--- src/rtl/pc_sequencer.sv ---
// pc_sequencer
//   Multicycle program-counter sequencer. It is the only writer of the PC
//   register's write port. Each instruction is sequenced through FETCH,
//   WAIT (instruction memory), EXEC (execute stage) and UPDATE (PC write).
//   The next PC is either the sequential PC+4 or a branch target. A misaligned
//   next PC is redirected to TRAP_VECTOR, or the sequencer halts if
//   TRAP_VECTOR is itself misaligned.
//
// Parameters
//   INITIAL_PC   PC written in INIT, the first cycle after reset is released
//   TRAP_VECTOR  PC written when a misaligned next PC is detected
//
// Ports
//   clock                      rising-edge clock
//   reset                      synchronous, active-low reset
//   pcOfInstruction            current PC from the PC register
//   programCounterMisaligned   misalignment flag from the PC register
//   programCounterInput        next-PC value to the PC register
//   programCounterWriteEnable  PC register write strobe
//   stall                      holds the sequencer in FETCH
//   fetchRequest/fetchAddress  instruction-fetch request and address
//   fetchReady/fetchInstruction memory acknowledge and fetched word
//   instructionOut/instructionValid  latched instruction for execute
//   executeDone                execute stage finished the current instruction
//   branchTaken/branchTarget   next-PC selection, sampled with executeDone
//   trapTaken                  one-cycle pulse when a trap redirect is written
//   faultPC                    last misaligned next PC that caused a trap
//   trapCount                  saturating trap counter
//   halted                     sequencer stopped; only reset exits
//   debugState                 current FSM state, for observation only
//
// Handshakes: fetchRequest is held high from the cycle after FETCH up to and
// including the cycle in which fetchReady is seen; the word on
// fetchInstruction is taken in that cycle. instructionValid is held high until
// executeDone is seen, and branchTaken/branchTarget are taken in that same
// cycle. Each request/valid drops in the cycle after its acknowledge.
//
// All outputs are registers, so they depend on state and stored values only.

module pc_sequencer #(
  parameter logic [31:0] INITIAL_PC  = 32'h0000_0000,
  parameter logic [31:0] TRAP_VECTOR = 32'h0000_0004
) (
  input  logic        clock,
  input  logic        reset,
  input  logic [31:0] pcOfInstruction,
  input  logic        programCounterMisaligned,
  output logic [31:0] programCounterInput,
  output logic        programCounterWriteEnable,
  input  logic        stall,
  output logic        fetchRequest,
  output logic [31:0] fetchAddress,
  input  logic        fetchReady,
  input  logic [31:0] fetchInstruction,
  output logic [31:0] instructionOut,
  output logic        instructionValid,
  input  logic        executeDone,
  input  logic        branchTaken,
  input  logic [31:0] branchTarget,
  output logic        trapTaken,
  output logic [31:0] faultPC,
  output logic [7:0]  trapCount,
  output logic        halted,
  output logic [2:0]  debugState
);

  typedef enum logic [2:0] {
    INIT   = 3'd0,
    FETCH  = 3'd1,
    WAIT   = 3'd2,
    EXEC   = 3'd3,
    UPDATE = 3'd4,
    HALT   = 3'd5
  } stateT;

  // A misaligned trap vector cannot be written, so a trap turns into a halt.
  localparam logic trapHalts = (TRAP_VECTOR[1:0] != 2'b00);

  stateT       state;
  logic        resetHold;   // set while reset is applied; the INIT write waits for its release
  logic [31:0] capturedPc;
  logic [31:0] nextPc;
  logic [31:0] candidatePc;

  assign fetchAddress = capturedPc;
  assign debugState   = state;

  // Next-PC selection evaluated in EXEC; addition wraps modulo 2^32.
  always_comb begin
    candidatePc = capturedPc + 32'd4;
    if (branchTaken) candidatePc = branchTarget;
  end

  always_ff @(posedge clock) begin
    if (!reset) begin
      state                     <= INIT;
      resetHold                 <= 1'b1;
      capturedPc                <= 32'h0;
      nextPc                    <= 32'h0;
      instructionOut            <= 32'h0;
      faultPC                   <= 32'h0;
      trapCount                 <= 8'h0;
      programCounterInput       <= 32'h0;
      programCounterWriteEnable <= 1'b0;
      fetchRequest              <= 1'b0;
      instructionValid          <= 1'b0;
      trapTaken                 <= 1'b0;
      halted                    <= 1'b0;
    end else begin
      case (state)
        INIT: begin
          if (resetHold) begin
            // First cycle out of reset: present the initial PC write.
            resetHold                 <= 1'b0;
            programCounterWriteEnable <= 1'b1;
            programCounterInput       <= INITIAL_PC;
          end else begin
            programCounterWriteEnable <= 1'b0;
            state                     <= FETCH;
          end
        end

        FETCH: begin
          if (programCounterMisaligned) begin
            halted <= 1'b1;
            state  <= HALT;
          end else if (!stall) begin
            capturedPc   <= pcOfInstruction;
            fetchRequest <= 1'b1;
            state        <= WAIT;
          end
        end

        WAIT: begin
          if (fetchReady) begin
            instructionOut   <= fetchInstruction;
            fetchRequest     <= 1'b0;
            instructionValid <= 1'b1;
            state            <= EXEC;
          end
        end

        EXEC: begin
          if (executeDone) begin
            instructionValid <= 1'b0;
            nextPc           <= candidatePc;
            state            <= UPDATE;
            // UPDATE outputs are prepared here so they are registered.
            if (candidatePc[1:0] == 2'b00) begin
              programCounterWriteEnable <= 1'b1;
              programCounterInput       <= candidatePc;
            end else if (!trapHalts) begin
              programCounterWriteEnable <= 1'b1;
              programCounterInput       <= TRAP_VECTOR;
              trapTaken                 <= 1'b1;
            end
          end
        end

        UPDATE: begin
          programCounterWriteEnable <= 1'b0;
          trapTaken                 <= 1'b0;
          if (nextPc[1:0] != 2'b00) begin
            faultPC <= nextPc;
            if (trapCount != 8'hFF) trapCount <= trapCount + 8'd1;
            if (trapHalts) begin
              halted <= 1'b1;
              state  <= HALT;
            end else begin
              state <= FETCH;
            end
          end else begin
            state <= FETCH;
          end
        end

        HALT: begin
          state <= HALT;
        end

        default: begin
          // Unused encodings stop the sequencer rather than run from garbage.
          halted <= 1'b1;
          state  <= HALT;
        end
      endcase
    end
  end

endmodule

--- config.mk ---
export PLATFORM = sky130hd
export DESIGN_NAME = pc_sequencer
export DESIGN_NICKNAME = d
export VERILOG_FILES = /design/src/rtl/pc_sequencer.sv
export SDC_FILE = /design/constraint.sdc
export NUM_CORES = 1
export LEC_CHECK = 0
export BUFFER_PORTS_ARGS = -buffer_cell sky130_fd_sc_hd__buf_4
export CAP_MARGIN = 25
export CELL_PAD_IN_SITES_DETAIL_PLACEMENT = 1
export CELL_PAD_IN_SITES_GLOBAL_PLACEMENT = 1
export CORE_UTILIZATION = 41
export CTS_BUF_LIST = sky130_fd_sc_hd__clkbuf_2
export CTS_CLUSTER_DIAMETER = 100
export CTS_CLUSTER_SIZE = 24
export DETAILED_ROUTE_END_ITERATION = 7
export GPL_TIMING_DRIVEN = 0
export PLACE_DENSITY = 0.89
export SETUP_SLACK_MARGIN = 0.3
export SYNTH_ARGS = -nofsm -noshare
export SYNTH_HDL_FRONTEND = slang
export SYNTH_SLANG_ARGS = --single-unit
--- constraint.sdc ---
create_clock -name clock -period 3.3 [get_ports clock]
set_input_delay 0.165 -clock clock [delete_from_list [all_inputs] [get_ports clock]]
set_output_delay 0.165 -clock clock [all_outputs]
set_load 0.01 [all_outputs]
-- Yosys cells after proc, flatten, opt, wreduce, memory -nomap -nowiden
Cells that the tools add are included.
- bits of input ports: 103
- output and inout bits: 144
- word-level logic and storage cells: 80
- bits in registers: 177
- bitwise gates (word level): 3
- add/subtract/negate cells: 2
- muxes and demuxes: 26
- equality and inequality tests: 15
- reduce and logical (&&, ||, !) cells: 21
- operators with widths (cell ; count):
    2-to-1 mux 32 bit ; 4
    one-hot mux 32 bit (2 select lines) ; 1
    adder 32 x 3 -> 32 bit (second input constant) ; 1
    inequality test 2 bit (second input constant) ; 8
    2-to-1 mux 3 bit ; 5
    one-hot mux 3 bit (5 select lines) ; 1
    AND reduction 3 bit ; 5
    2-to-1 mux 1 bit ; 10
    AND reduction 2 bit ; 5
    nonzero test 2 bit ; 5
    adder 8 x 1 -> 8 bit (second input constant) ; 1
    inequality test 8 bit (second input constant) ; 1
    one-hot mux 1 bit (2 select lines) ; 4
    AND reduction 4 bit ; 2
    equality test 3 x 2 -> 1 bit (second input constant) ; 2
    equality test 3 bit (second input constant) ; 2
    OR reduction 5 bit ; 1
    equality test 3 x 1 -> 1 bit (second input constant) ; 1
    logical NOT 3 bit ; 1
    inequality test 3 bit (second input constant) ; 1
    NOT 1 bit ; 3
    one-hot mux 1 bit (3 select lines) ; 1
    nonzero test 3 bit ; 1
    logical NOT 2 bit ; 1

-- Logic depth before layout (Yosys ltp)
- depth in word-level cells: 6
- mapped depth: 8
- gate-level depth less buffers: 6

-- Worst setup path after synthesis
No wires, ideal clock.
- path kind: reg-to-reg
- start: reg capturedPc[11] (netlist: fetchAddress[11])
- end: reg nextPc[31]
- period minus slack after synthesis: 2.160 ns
- required time: 3.174 ns
- setup slack: 1.140 ns
- buffers on the path: 1
- stages on the path, launching flop included: 7
- arrival: 2.034 ns
- path through: dfxtp_1 -> nand4_2 -> or4_4 -> buf_6 -> or4_1 -> a31oi_1 -> o21ai_0
- longest elaborated chain between the ends: 2
- RTL lines (element ; RTL line ; RTL):
    start: declaration ; 81 ; logic [31:0] capturedPc;
    start signal: assignment ; 128 ; capturedPc <= pcOfInstruction;
    adder 32 x 3 -> 32 bit ; 90 ; candidatePc = capturedPc + 32'd4;
    2-to-1 mux 32 bit ; 91 ; if (branchTaken) candidatePc = branchTarget;
    end signal: assignment ; 146 ; nextPc <= candidatePc;
    end: declaration ; 82 ; logic [31:0] nextPc;
Every way passes these cells.
A chain may end at the register's enable or synchronous reset.

-- Worst setup path in the final report
- start: reg capturedPc[6] (netlist: fetchAddress[6])
- end: reg nextPc[24]
The elaborated chain is that of the path after synthesis.

==> flow_metrics.py <==
metrics = {
    "timing": {
        "fin_crit_sh_pct": 83.0,
        "maxSlewHeadroom_pct": 50.0,
        "hold_slack_ns": 0.0271,
        "rsz0062_at_grt": "false",
        "fin_skew_ns": 0.0567,
        "fmax_ghz": 0.365,
        "tns_ns": 0,
        "worst_slew_pin_slew_ns": 0.744,
        "setup_viol": 0,
        "slew_viol_final": 0,
        "hold_viol": 0,
        "period_minus_slack_ns": 2.74,
    },
    "pwr": {
        "p_per_area_nw_per_um2": 361,
        "ir_drop_mv": 0.206,
        "p_total_mw": 3.96,
        "p_leak_nw": 4.40,
    },
    "clock_network": {
        "cts_buffers": 17,
        "clk_path_buf_depth": 2,
        "cts.clk_slew.worst_paths_ns": 0.25,
        "htreeDepth": 4,
        "insertion_delay_ns": 0.84,
        "clockRootBuffer": "clkbuf_2",
        "cts_tree": "built",
        "cts_sinks": 177,
    },
    "die": {
        "chipWidth_um": 138,
        "initial_core_util_pct": 42.0,
        "row_count": 49,
        "ios": 247,
        "fp.coreArea_um2": 18100,
        "die-area_um2": 19100,
        "die_h_um": 138,
    },
    "critical_path": {
        "crit_path_max_incr_delay_ns": 0.64,
        "path_cells": "clkbuf_1, nand4_1, nor2_1, a41oi_1, a311oi_1, o21ai_0",
        "slowest_stage": "a311oi_1",
        "crit_family": "compound AO/OA/AOI/OAI gates",
        "rr_worst_depth": 6,
        "critPathLaunchType": "flop",
        "worst-path-buf-inv": 1,
        "critPathKind": "reg2reg",
        "end_kind": "flop",
        "critical_path_required_ns": 3.99,
        "r2r_start": "fetchAddress[6]$_SDFFE_PN0P_",
        "reg2reg_slack_ns": 0.56,
        "critPathMaxFanout": 8,
        "arrival_ns": 3.43,
        "reg2reg_to": "nextPc[24]$_SDFFE_PN0P_",
    },
    "logic_synthesis": {
        "ys_top_cells_by_count": "nand2_1 (256), dfxtp_1 (177), a21boi_0 (104), clkbuf_1 (51), o21ai_0 (41)",
        "ys_seq_elements": 177,
        "synth_top_area_share_pct": 46.7,
        "synth_flop_cell": "dfxtp_1",
        "synth_edf_count": 0,
        "syn_nets": 1004,
        "synth-seq-area-share_pct": 46.7,
        "synth_warnings": 0,
        "syn_area_um2": 7590,
        "yosysTopAreaCell": "dfxtp_1",
        "syn_inst": 899,
        "syn_area_per_cell_um2": 8.45,
        "synth-async-reset-ratio_pct": 0,
        "yosys-top-cells-area": "dfxtp_1 (47%), nand2_1 (13%), a21boi_0 (10%), o21ai_0 (2.7%), clkbuf_1 (2.5%)",
        "yosysMostFrequentCell": "nand2_1",
        "netlist-cell-type-count": 56,
    },
    "placed_design": {
        "place_hpwl_mm": 20.5,
        "portBuffers": 245,
        "gp_congestion": 0.900,
    },
    "layout": {
        "fillers": 2155,
        "syn_to_final_growth_pct": 44.7,
        "regArea_um2": 3540,
        "multi_input_area_um2": 3700,
        "drive_gt1_share_pct": 22.8,
        "final_nets": 1371,
    },
    "global_route": {
        "grt_pass1_wl_mm": 51.5,
        "overflow": 0,
        "grt_max_degree": 17,
        "grt_use_total_pct": 35.2,
        "first_global_vias": 9203,
        "antenna_found_initial": 3,
    },
    "flow_run": {
        "maxCapViolations": 0,
    },
    "status": {
        "status": "complete, but fails checks",
        "violations": "DRC",
    },
    "routing": {
        "finalWirelength_mm": 33.5,
        "drc_errors": 16,
        "first_pass_iters": 8,
        "via_per_inst": 5.73,
        "first_iter_violations": 700,
        "routedWlPerCell_um": 22.2,
        "dr_total_vias": 8651,
        "ant_nets": 0,
    },
    "worst_hold_path": {
        "min_from": "reset",
        "min-delay-path-class": "in2reg",
        "hold_end": "nextPc[31]$_SDFFE_PN0P_",
        "hold_depth": 5,
    },
}
==> per-layer routing <==
metal,global-route usage [%],up-vias,share of wire [%],wire [µm]
li1,-,3845,-,-
met2,61.0,486,49,16400
met3,7.03,160,6.6,2220
met1,39.7,4160,38,12800
met5,0,-,0,0
met4,22.5,0,6.1,2060
==> sequential cells by signal (all words and copies together) (netlist names) <==
| signal | cells |
|---|---|
| faultPC | 32 |
| fetchAddress | 32 |
| instructionOut | 32 |
| nextPc | 32 |
| programCounterInput | 32 |
| trapCount | 8 |
| debugState | 3 |
| fetchRequest | 1 |
| halted | 1 |
| instructionValid | 1 |
| programCounterWriteEnable | 1 |
| resetHold | 1 |
| trapTaken | 1 |
==> cell families (layout without fill, tap and decap cells) <==
| family | after synthesis | in the layout | synth area share, % |
|---|---|---|---|
| buffers and inverters | 68 | 447 | 4.66 |
| XOR/XNOR | 18 | 18 | 2.08 |
| AND/OR/NAND/NOR | 407 | 407 | 24.7 |
| adder cells (fa/ha/maj) | 2 | 2 | 0.329 |
| multiplexers | 6 | 6 | 0.791 |
| other | 0 | 3 | 0 |
| AO/OA/AOI/OAI | 221 | 221 | 20.8 |
| flip-flops | 177 | 177 | 46.7 |
==> through the flow <==
| stage | util [%] | std cells | cell area [µm²] | setup slack, ns |
|---|---|---|---|---|
| 6_report | 60.7 | 1510 | 11000 | 0.560 |
| 2_1_floorplan | - | 899 | 7590 | 1.14 |
| 3_3_place_gp | 53.7 | 1373 | 9720 | 0.736 |
| 4_1_cts | 60.7 | 1507 | 11000 | 0.622 |
| 3_5_place_dp | 53.7 | 1373 | 9720 | 0.634 |
| 5_1_grt | 60.7 | 1510 | 11000 | 0.441 |
==> what timing repair did <==
action / in CTS / in global routing
hold buffers: 103 / 0
endpoints found under the setup margin: 0 / 7
buffers inserted: 0 / 0
endpoints found under the hold margin: 132 / 0
gates resized for setup: 0 / 1
==> worst min-delay path, stage by stage <==
cell and delay, ns:
buf_4 0.14, and2_1 0.13, clkbuf_1 0.21, nand2_1 0.11, o21ai_0 0.07
==> report_power, final <==
part / internal [mW] / total, mW / switching, mW
clock network: 0.349 / 1.17 / 0.824
registers: 2.18 / 2.22 / 0.0414
logic: 0.278 / 0.569 / 0.290
==> final cells by class <==
type	instances	share of cell area, %
buffer	65	3.12
clock buffer	18	0.820
multi-input combinational	654	33.7
tap	229	2.61
inverter	3	0.102
antenna	3	0.0683
timing repair buffer	348	26.1
sequential	177	32.3
clock inverter	13	1.22
==> placed cells by master, fill, tap and decap left out, types with 11 or more instances in the layout <==
cell,synthesis,layout
a21boi_0,104,104
o21ai_0,41,41
a21oi_1,13,13
xor2_1,11,11
and2_1,21,21
buf_4,0,245
clkbuf_2,0,18
o31ai_1,16,16
dlygate4sd3_1,0,103
dfxtp_1,177,177
nor2_1,22,22
nand3_1,24,24
nand2_1,256,256
clkbuf_1,51,51
==> how the worst max path moves through the flow <==
stage                                        from                              endpoint  cells after the start
floorplan           fetchAddress[11]$_SDFFE_PN0P_               nextPc[31]$_SDFFE_PN0P_                      6
global placement       debugState[0]$_SDFFE_PN0P_  programCounterInput[20]$_SDFFE_PN0P_                      8
detailed placement     debugState[0]$_SDFFE_PN0P_  programCounterInput[15]$_SDFFE_PN0P_                      8
CTS                    debugState[0]$_SDFFE_PN0P_  programCounterInput[15]$_SDFFE_PN0P_                      8
global route         fetchAddress[6]$_SDFFE_PN0P_               nextPc[24]$_SDFFE_PN0P_                      6
finish               fetchAddress[6]$_SDFFE_PN0P_               nextPc[24]$_SDFFE_PN0P_                      6
No activity file was read; power rests on OpenSTA's default activity.
